<file path="config.mk">
export PLATFORM = sky130hd
export DESIGN_NAME = mbist_march_ctrl
export DESIGN_NICKNAME = d
export VERILOG_FILES = /design/src/rtl/mbist_pkg.sv /design/src/rtl/mbist_addr_gen.sv /design/src/rtl/mbist_march_ctrl.sv
export SDC_FILE = /design/constraint.sdc
export NUM_CORES = 1
export LEC_CHECK = 0
export ABC_AREA = 1
export CAP_MARGIN = 25
export CORE_UTILIZATION = 30
export CTS_BUF_LIST = sky130_fd_sc_hd__clkbuf_8
export CTS_CLUSTER_DIAMETER = 30
export DETAILED_ROUTE_END_ITERATION = 6
export HOLD_SLACK_MARGIN = 0.03
export PLACE_DENSITY = 0.55
export SETUP_SLACK_MARGIN = 0.15
export SLEW_MARGIN = 40
export SYNTH_ARGS = -nofsm -noshare
export SYNTH_HDL_FRONTEND = slang
export SYNTH_SLANG_ARGS = --single-unit
</file>
<file path="constraint.sdc">
create_clock -name clk -period 5.8 [get_ports clk]
set_input_delay 1.45 -clock clk [delete_from_list [all_inputs] [get_ports clk]]
set_output_delay 1.45 -clock clk [all_outputs]
set_load 0.03 [all_outputs]
</file>
<file path="src/rtl/mbist_pkg.sv">
// mbist_pkg: shared encodings for the March C- BIST controller and background mux.
package mbist_pkg;
    typedef enum logic [1:0] {S_IDLE, S_RUN, S_DRAIN, S_DONE} state_t;
    typedef enum logic [2:0] {M0, M1, M2, M3, M4, M5} elem_t;
    localparam logic [1:0] BG_ZERO = 2'd0;
    localparam logic [1:0] BG_ONE  = 2'd1;
    localparam logic [1:0] BG_CHK  = 2'd2;
    localparam logic [1:0] BG_ICHK = 2'd3;
    function automatic logic elem_pair(elem_t e);
        return e inside {M1, M2, M3, M4};
    endfunction
endpackage

</file>
<file path="src/rtl/mbist_addr_gen.sv">
// mbist_addr_gen: up/down address counter with load-to-bound and last-address flag.
module mbist_addr_gen #(
    parameter int ADDR_WIDTH = 4
) (
    input  logic                  clk,
    input  logic                  rst_n,
    input  logic                  load_i,
    input  logic                  load_down_i,
    input  logic                  step_i,
    output logic [ADDR_WIDTH-1:0] addr_o,
    output logic                  last_o
);
    logic [ADDR_WIDTH-1:0] addr_q, addr_d;
    logic down_q, down_d;

    always_comb begin
        addr_d = load_i ? (load_down_i ? '1 : '0)
               : step_i ? (down_q ? addr_q - 1'b1 : addr_q + 1'b1) : addr_q;
        down_d = load_i ? load_down_i : down_q;
    end

    always_ff @(posedge clk or negedge rst_n) begin
        if (!rst_n) begin
            addr_q <= '0;
            down_q <= 1'b0;
        end else begin
            addr_q <= addr_d;
            down_q <= down_d;
        end
    end

    assign addr_o = addr_q;
    assign last_o = down_q ? (addr_q == '0) : (addr_q == '1);
endmodule

</file>
<file path="src/rtl/mbist_march_ctrl.sv">
// mbist_march_ctrl: March C- sequencer over four data backgrounds with a
// one-cycle read compare pipeline and first-failure capture.
module mbist_march_ctrl
    import mbist_pkg::*;
#(
    parameter int ADDR_WIDTH = 4,
    parameter int DATA_WIDTH = 8
) (
    input  logic                  clk,
    input  logic                  rst_n,
    input  logic                  start,
    input  logic [DATA_WIDTH-1:0] bg_data,
    input  logic [DATA_WIDTH-1:0] mem_rdata,
    output logic [1:0]            bg_sel,
    output logic                  mem_ce,
    output logic                  mem_we,
    output logic [ADDR_WIDTH-1:0] mem_addr,
    output logic [DATA_WIDTH-1:0] mem_wdata,
    output logic                  busy,
    output logic                  done,
    output logic                  fail,
    output logic [ADDR_WIDTH-1:0] fail_addr,
    output logic [1:0]            fail_bg
);
    state_t state_q, state_d;
    elem_t  elem_q, elem_d;
    logic phase_q, phase_d;
    logic [1:0] bg_q, bg_d;
    logic ld, ld_down, stp, last, run, rd, one, op_end, launch;
    logic rd_vld_q, fail_q;
    logic [DATA_WIDTH-1:0] exp_q;
    logic [ADDR_WIDTH-1:0] cmp_addr_q, fail_addr_q, addr;
    logic [1:0] cmp_bg_q, fail_bg_q;

    mbist_addr_gen #(.ADDR_WIDTH(ADDR_WIDTH)) u_addr (
        .clk(clk), .rst_n(rst_n), .load_i(ld), .load_down_i(ld_down),
        .step_i(stp), .addr_o(addr), .last_o(last)
    );

    assign run    = state_q == S_RUN;
    assign launch = (state_q == S_IDLE || state_q == S_DONE) && start;
    // Phase 0 of a pair is the read; M0 is write-only and M5 read-only.
    assign rd     = elem_q != M0 && !phase_q;
    assign one    = (elem_q == M1 || elem_q == M3) ? phase_q
                  : (elem_q == M2 || elem_q == M4) ? !phase_q : 1'b0;
    assign op_end = elem_pair(elem_q) ? phase_q : 1'b1;

    always_comb begin
        state_d = state_q;
        elem_d  = elem_q;
        phase_d = phase_q;
        bg_d    = bg_q;
        ld      = 1'b0;
        ld_down = 1'b0;
        stp     = 1'b0;
        if (launch) begin
            state_d = S_RUN;
            elem_d  = M0;
            phase_d = 1'b0;
            bg_d    = BG_ZERO;
            ld      = 1'b1;
        end else if (state_q == S_DRAIN) begin
            state_d = S_DONE;
        end else if (run) begin
            phase_d = !op_end;
            if (op_end && !last) begin
                stp = 1'b1;
            end else if (op_end && elem_q != M5) begin
                elem_d  = elem_t'(elem_q + 3'd1);
                ld      = 1'b1;
                ld_down = elem_q >= M2;
            end else if (op_end && bg_q != BG_ICHK) begin
                bg_d   = bg_q + 2'd1;
                elem_d = M0;
                ld     = 1'b1;
            end else if (op_end) begin
                state_d = S_DRAIN;
            end
        end
    end

    always_ff @(posedge clk or negedge rst_n) begin
        if (!rst_n) begin
            state_q <= S_IDLE;
            elem_q  <= M0;
            phase_q <= 1'b0;
            bg_q    <= BG_ZERO;
        end else begin
            state_q <= state_d;
            elem_q  <= elem_d;
            phase_q <= phase_d;
            bg_q    <= bg_d;
        end
    end

    // During a read, mem_wdata already holds the expected word.
    always_ff @(posedge clk or negedge rst_n) begin
        if (!rst_n) begin
            rd_vld_q    <= 1'b0;
            exp_q       <= '0;
            cmp_addr_q  <= '0;
            cmp_bg_q    <= '0;
            fail_q      <= 1'b0;
            fail_addr_q <= '0;
            fail_bg_q   <= '0;
        end else begin
            rd_vld_q   <= run && rd;
            exp_q      <= mem_wdata;
            cmp_addr_q <= addr;
            cmp_bg_q   <= bg_q;
            if (launch) begin
                fail_q      <= 1'b0;
                fail_addr_q <= '0;
                fail_bg_q   <= '0;
            end else if (rd_vld_q && mem_rdata != exp_q && !fail_q) begin
                fail_q      <= 1'b1;
                fail_addr_q <= cmp_addr_q;
                fail_bg_q   <= cmp_bg_q;
            end
        end
    end

    assign bg_sel    = bg_q;
    assign mem_ce    = run;
    assign mem_we    = run && !rd;
    assign mem_addr  = addr;
    assign mem_wdata = (run && one) ? ~bg_data : bg_data;
    assign busy      = run || state_q == S_DRAIN;
    assign done      = state_q == S_DONE;
    assign fail      = fail_q;
    assign fail_addr = fail_addr_q;
    assign fail_bg   = fail_bg_q;
endmodule

</file>
==> results.ini <==
[outcome]
outcome = finished clean

[power_and_ir_drop]
p_per_area_nw_per_um2 = 626
vdd_ir_drop_max_mv = 0.217
leakagePower_nw = 1.16
pwr-share-clk = 0.147
p_sw_frac = 0.463
p_sw_uw = 709
seq_power_share = 0.275
combPwrFrac = 0.578
p_int_uw = 821
p_total_mw = 1.53

[setup_path]
reg2reg_from = state_q[0]$_DFFE_PN0P_
path_max_fanout = 2
cp_top_family = buffers and inverters
cp_slowest_cell = clkdlybuf4s50_1
cp-startpoint = bg_data[7]
critPathKind = in2out
worstPathArrival_ns = 2.82
required_ns = 4.35
cp_cell_sequence = clkdlybuf4s50_1 -> xnor2_1 -> clkdlybuf4s50_1
end_kind = output port
cp_common_cell = clkdlybuf4s50_1
slowest_delay_ns = 0.72
cp-start-kind = input pin
cp.buffers_inverters = 2

[worst_hold_path]
hp-class = reg2reg
hp-start = bg_sel[1]$_DFFE_PN0P_

[layout]
n_antenna_cell = 0
nets = 277
area_growth_pct = 35.3
mostFrequentLayoutCells = 43 x clkdlybuf4s50_1, 35 x nand2_1, 35 x dfrtp_1
fillCellCount = 568
drive_above_1_share = 0.0806
final_cell_area_um2 = 2440
final_cell_count_no_fill = 320
layout_commonest_cell = clkdlybuf4s50_1

[synth]
syn_area_um2 = 1810
synthCells = 197
yosysUniqueCellTypes = 26
synth_nets = 227
synth_area_per_cell_um2 = 9.16
synth-seq-cells = 35
synthTopCellsByArea = dfrtp_1 49%, nand2_1 7.3%, ha_1 6.9%
synth_top_cell_area_share = 0.485
synth_largest_area_cell = dfrtp_1
yosys_warnings = 0
seq_area_frac_synth = 0.485

[die]
start_util = 0.320
core-area_um2 = 5640
die_h_um = 79.6
die-area_um2 = 6330
num_rows = 27
fp.dieW_um = 79.6
io_pins = 44

[sta]
fin_crit_ns = 4.27
period_share = 0.736
finalSetupTns_ns = 0
holdWs_ns = 0.471
worst_pin_slew_ns = 0.597
relSlewSlack = 0.601
fin_skew_ns = 0.00928
slew_viol_final = 0
max_freq_mhz = 234
setup_violations = 0
hold_violations = 0
rsz0062_at_grt = no

[clock_tree]
postCtsSetupBuffers = 0
clkTransAtPathRegs_ns = 0.08
cts_resized = 0
cts-root-buf = clkbuf_8
cts_tree = yes
numCtsBuffers = 5
ctsHoldBuffers = 0
clock-sinks = 35
cts_max_level = 2
clockBufferDepth = 2
clk_latency_ns = 0.29

[grt]
grt_pass1_wl_um = 6760
grt.total_usage = 0.139
grt_pass1_vias = 1452
overflow = 0
antenna_found_initial = 0
grt_max_degree = 36

[drt]
dr.pass1.iters = 4
via_per_inst = 4.51
avgRoutedWirePerCell_um = 12.1
drt_iter0_drc = 59
wl_um = 3870
ant_nets = 0
drt_drc_violations_left = 0
via_count = 1443

[placed_design]
gp_congestion = 0.749
portBuffers = 43
postPlaceCellArea_um2 = 2330
dp_hpwl_um = 2820
dp.cells = 312

[flow_run]
drv_cap = 0

cells in the mapped netlist, drive strengths merged:
cell / count
a211oi: 1
a21oi: 4
a31oi: 1
clkbuf: 1
dfrtp: 35
fa: 1
ha: 10
inv: 27
nand2: 40
nand3: 23
nand3b: 2
nand4: 3
nor2: 15
nor3: 2
o211ai: 1
o21ai: 11
o31ai: 2
xnor2: 14
xor2: 4
logic make-up after synthesis:
group	share of synthesized area
simple gates	0.225
flops	0.485
buf+inv	0.0582
compound gates	0.0644
xor+xnor	0.0873
fa+ha+maj	0.0804
sequential cells by signal (all words and copies together), names as in the netlist, 2 cells and up:
register	count
exp_q	8
fail_addr	4
cmp_bg_q	2
u_addr.addr_o	4
cmp_addr_q	4
fail_bg	2
bg_sel	2
elem_q	3
state_q	2
area by class of cell:
type	instances	area [um2]	share of cell area
multi-input cells	134	825	0.338
inverters	27	101	0.0415
clock buffers	5	68.8	0.0282
clock inverters	3	43.8	0.0179
repair buffers	44	438	0.179
flip-flops and latches	35	876	0.359
well taps	72	90.1	0.0369
power by group through the flow:
stage | clock network, mW | logic [mW] | registers, mW
CTS | 0.231 | 0.896 | 0.422
global route | 0.241 | 0.983 | 0.436
global placement | 0 | 0.885 | 0.424
detailed placement | 0 | 0.891 | 0.427
floorplan | 0 | 0.536 | 0.485
finish | 0.225 | 0.884 | 0.421
routing by layer:
| metal | global-route usage | vias to the layer above | share of wire |
|---|---|---|---|
| met1 | 0.171 | 670 | 0.47 |
| met2 | 0.232 | 39 | 0.46 |
| met5 | 0 | - | 0 |
| met3 | 0.0377 | 5 | 0.057 |
| met4 | 0.0491 | 0 | 0.013 |
| li1 | - | 729 | - |
through the flow:
stage          setup WS [ns]  utilization
6_report                1.53        0.433
5_1_grt                 1.47        0.433
4_1_cts                 1.55        0.433
3_5_place_dp            1.55        0.413
3_3_place_gp            1.56        0.413
2_1_floorplan           2.34            -
worst paths after layout:
path | endpoint | slack (ns) | cells after the start
worst max register to register | elem_q[2]$_DFFE_PN0P_ | 3.71 | 9
max in group asynchronous | phase_q$_DFFE_PN0P_ | 3.90 | 2
worst min-delay path | cmp_bg_q[1]$_DFF_PN0_ | 0.47 | 0
worst max-delay path | mem_wdata[7] | 1.53 | 3
worst min register to register | cmp_bg_q[1]$_DFF_PN0_ | 0.47 | 0
min in group asynchronous | exp_q[5]$_DFF_PN0_ | 1.58 | 2
(Power assumes the default switching activity.)
==> variant: new RTL, same settings <==
Take the reset off `cmp_addr_q` and load it in a clocked block of its own.
--- a/src/rtl/mbist_march_ctrl.sv
+++ b/src/rtl/mbist_march_ctrl.sv
@@ -99,5 +99,4 @@
             rd_vld_q    <= 1'b0;
             exp_q       <= '0;
-            cmp_addr_q  <= '0;
             cmp_bg_q    <= '0;
             fail_q      <= 1'b0;
@@ -107,5 +106,4 @@
             rd_vld_q   <= run && rd;
             exp_q      <= mem_wdata;
-            cmp_addr_q <= addr;
             cmp_bg_q   <= bg_q;
             if (launch) begin
@@ -119,4 +117,8 @@
             end
         end
+    end
+
+    always_ff @(posedge clk) begin
+        cmp_addr_q <= addr;
     end
 
Function: same outputs for any inputs over 10 cycles, from zero or initial values and one cycle with rst_n low; that may be too few to reach the edited logic, so the function may still have changed.
==> variant against the original RTL <==
Power down 0.28%. Count of clock-buffer cells in the layout up 1. Sequential cell count unchanged. Critical path depth unchanged. Area after synthesis down 1.1%. Wire length down 6.0%. Non-clock buffer count unchanged. Final area down 0.61%. Setup slack better by 28 ps. Die area down 1.1%. Register-to-register slack better by 20 ps.
==> variant: results (changes against the original RTL) <==
STA
  – Setup TNS: 0 ps (unchanged)
  – Hold slack: 442 ps (-29.0 ps)
  – Max Clock Skew: 4.70 ps (-4.58 ps)
  – Slew margin rel.: 60.7% (+0.56 points)

Synth
  – Net Count, Synth: 227 (unchanged)
  – Synth Area in Compound Gates: 6.52% (+0.072 points)
  – Xor and xnor area share after synthesis: 8.83% (+0.098 points)
  – Ys Warns: 0 (unchanged)
  – Commonest cells in the synthesized netlist: 35 x nand2_1, 31 x dfrtp_1, 26 x inv_1, 21 x nand3_1, 14 x xnor2_1
  – Mapped Cells: 197 (unchanged)
  – Area contributors post-synth: dfrtp_1 43%, nand2_1 7.4%, ha_1 7.0%
  – Sequential share of the synthesized area: 47.9% (-0.58 points)
  – Yosys cell types: 27 (+3.8%)
  – Synth Area in Adders: 8.13% (+0.090 points)
  – Primary FF master, synth: dfrtp_1
  – Post-synth ARST share: 88.6% (-11 points)

Worst hold path
  – Tightest Hold Check Type: reg -> reg

Setup path
  – FF-to-FF setup slack: 3730 ps (+20 ps)
  – Worst Path Arrival: 2790 ps (-30 ps)
  – CP max-delay cell: clkdlybuf4s50_1
  – CP max stage delay: 720 ps (about the same)

Clock tree
  – CTS H-tree depth: 2 (unchanged)
  – Worst skew pair latency: approximately 280 ps
  – Clock Path Buffers: 2 (unchanged)
  – Worst-path clk slew: 70 ps
  – Total CTS buffers: 5 (unchanged)

Route
  – DR vias/cell: 4.41 (-2.2%)
  – Initial DRC Count: 50 (-15%)
  – DRT Wirelength: 3640 um (-6.0%)
  – DR WL/cell: 11.4 um (-6.0%)

Global routing
  – Total track usage: 13.1% (-0.80 points)
  – Global-route wire length before repair: 6350 um (-6.0%)
  – Largest net degree at the start of global routing: 32 (-11%)
  – Gr ovfl total: 0 (unchanged)
  – Number of global-route vias before repair: 1,373 (-5.4%)

Power and ir drop
  – Leak: 1.14 nW (-1.3%)
  – Switching power: 694 uW (-2.2%)
  – Peak VDD IR: 210 uV (-2.8%)

Placed design
  – Final HPWL DP: 2690 um (-4.4%)
  – GPL Wtd Cong: 0.778 (+3.9%)
  – Placed cells: 312 (unchanged)

Layout
  – Fill cell count: 577 (+1.6%)
  – Largest register FFs: 8 (unchanged)
  – Top reg by flops: exp_q

Run status
  – Status: finished, final reports clean
variant: cell types whose count changed in the layout (fill, tap and decap cells not counted), sizes merged:
cell,change
clkinv,-1
dfrtp,-4
clkbuf,+1
dfxtp,+4
variant: layer usage:
metal,GRT usage [%],up-vias,part of all wire (%)
met5,0,-,0
met4,4.91,0,1.1
met3,4.14,5,6.0
met2,22.3,39,46
met1,15.3,638,47
li1,-,729,-
variant: path summary, 6_finish.rpt:
check | startpoint | end | depth (start not counted)
worst max register to register | state_q[0] | elem_q[2] | 9
worst min-delay path | cmp_addr_q[0] | fail_addr[0] | 2
max in group asynchronous | rst_n | phase_q | 2
worst min register to register | cmp_addr_q[0] | fail_addr[0] | 2
worst max-delay path | bg_data[7] | mem_wdata[7] | 3
min in group asynchronous | rst_n | exp_q[4] | 2
variant: cell families after synthesis:
| group | Yosys count |
|---|---|
| simple gates | 85 |
| flops | 35 |
| compound gates | 20 |
| buf+inv | 28 |
| fa+ha+maj | 11 |
| xor+xnor | 18 |
variant: power by group through the flow:
stage          Combinational (mW)  Sequential [mW]  Clock, mW
4_1_cts                     0.892            0.420      0.236
5_1_grt                     0.976            0.434      0.245
6_report                    0.879            0.419      0.228
3_5_place_dp                0.889            0.425          0
2_1_floorplan               0.536            0.485          0
3_3_place_gp                0.883            0.424          0
variant: cell type report:
type	instances	area, sq um	area share [%]
clock buffer	6	82.6	3.40
clock inverter	2	35.0	1.44
inverter	27	101	4.18
multi-input combinational	134	825	34.0
sequential	35	856	35.3
tap	72	90.1	3.71
timing repair buffer	44	438	18.0
variant: metrics by stage:
| step | worst slack [ps] | instance area (sq um) |
|---|---|---|
| after floorplan | 2340 | 1790 |
| after global placement | 1560 | 2310 |
| after detailed placement | 1560 | 2310 |
| after CTS | 1550 | 2430 |
| after global routing | 1460 | 2430 |
| final | 1560 | 2430 |
variant: tightest hold or removal path, stage by stage, from the launching register on:
cell	delay, ps
dfxtp_1	300
inv_1	40
o21ai_0	70
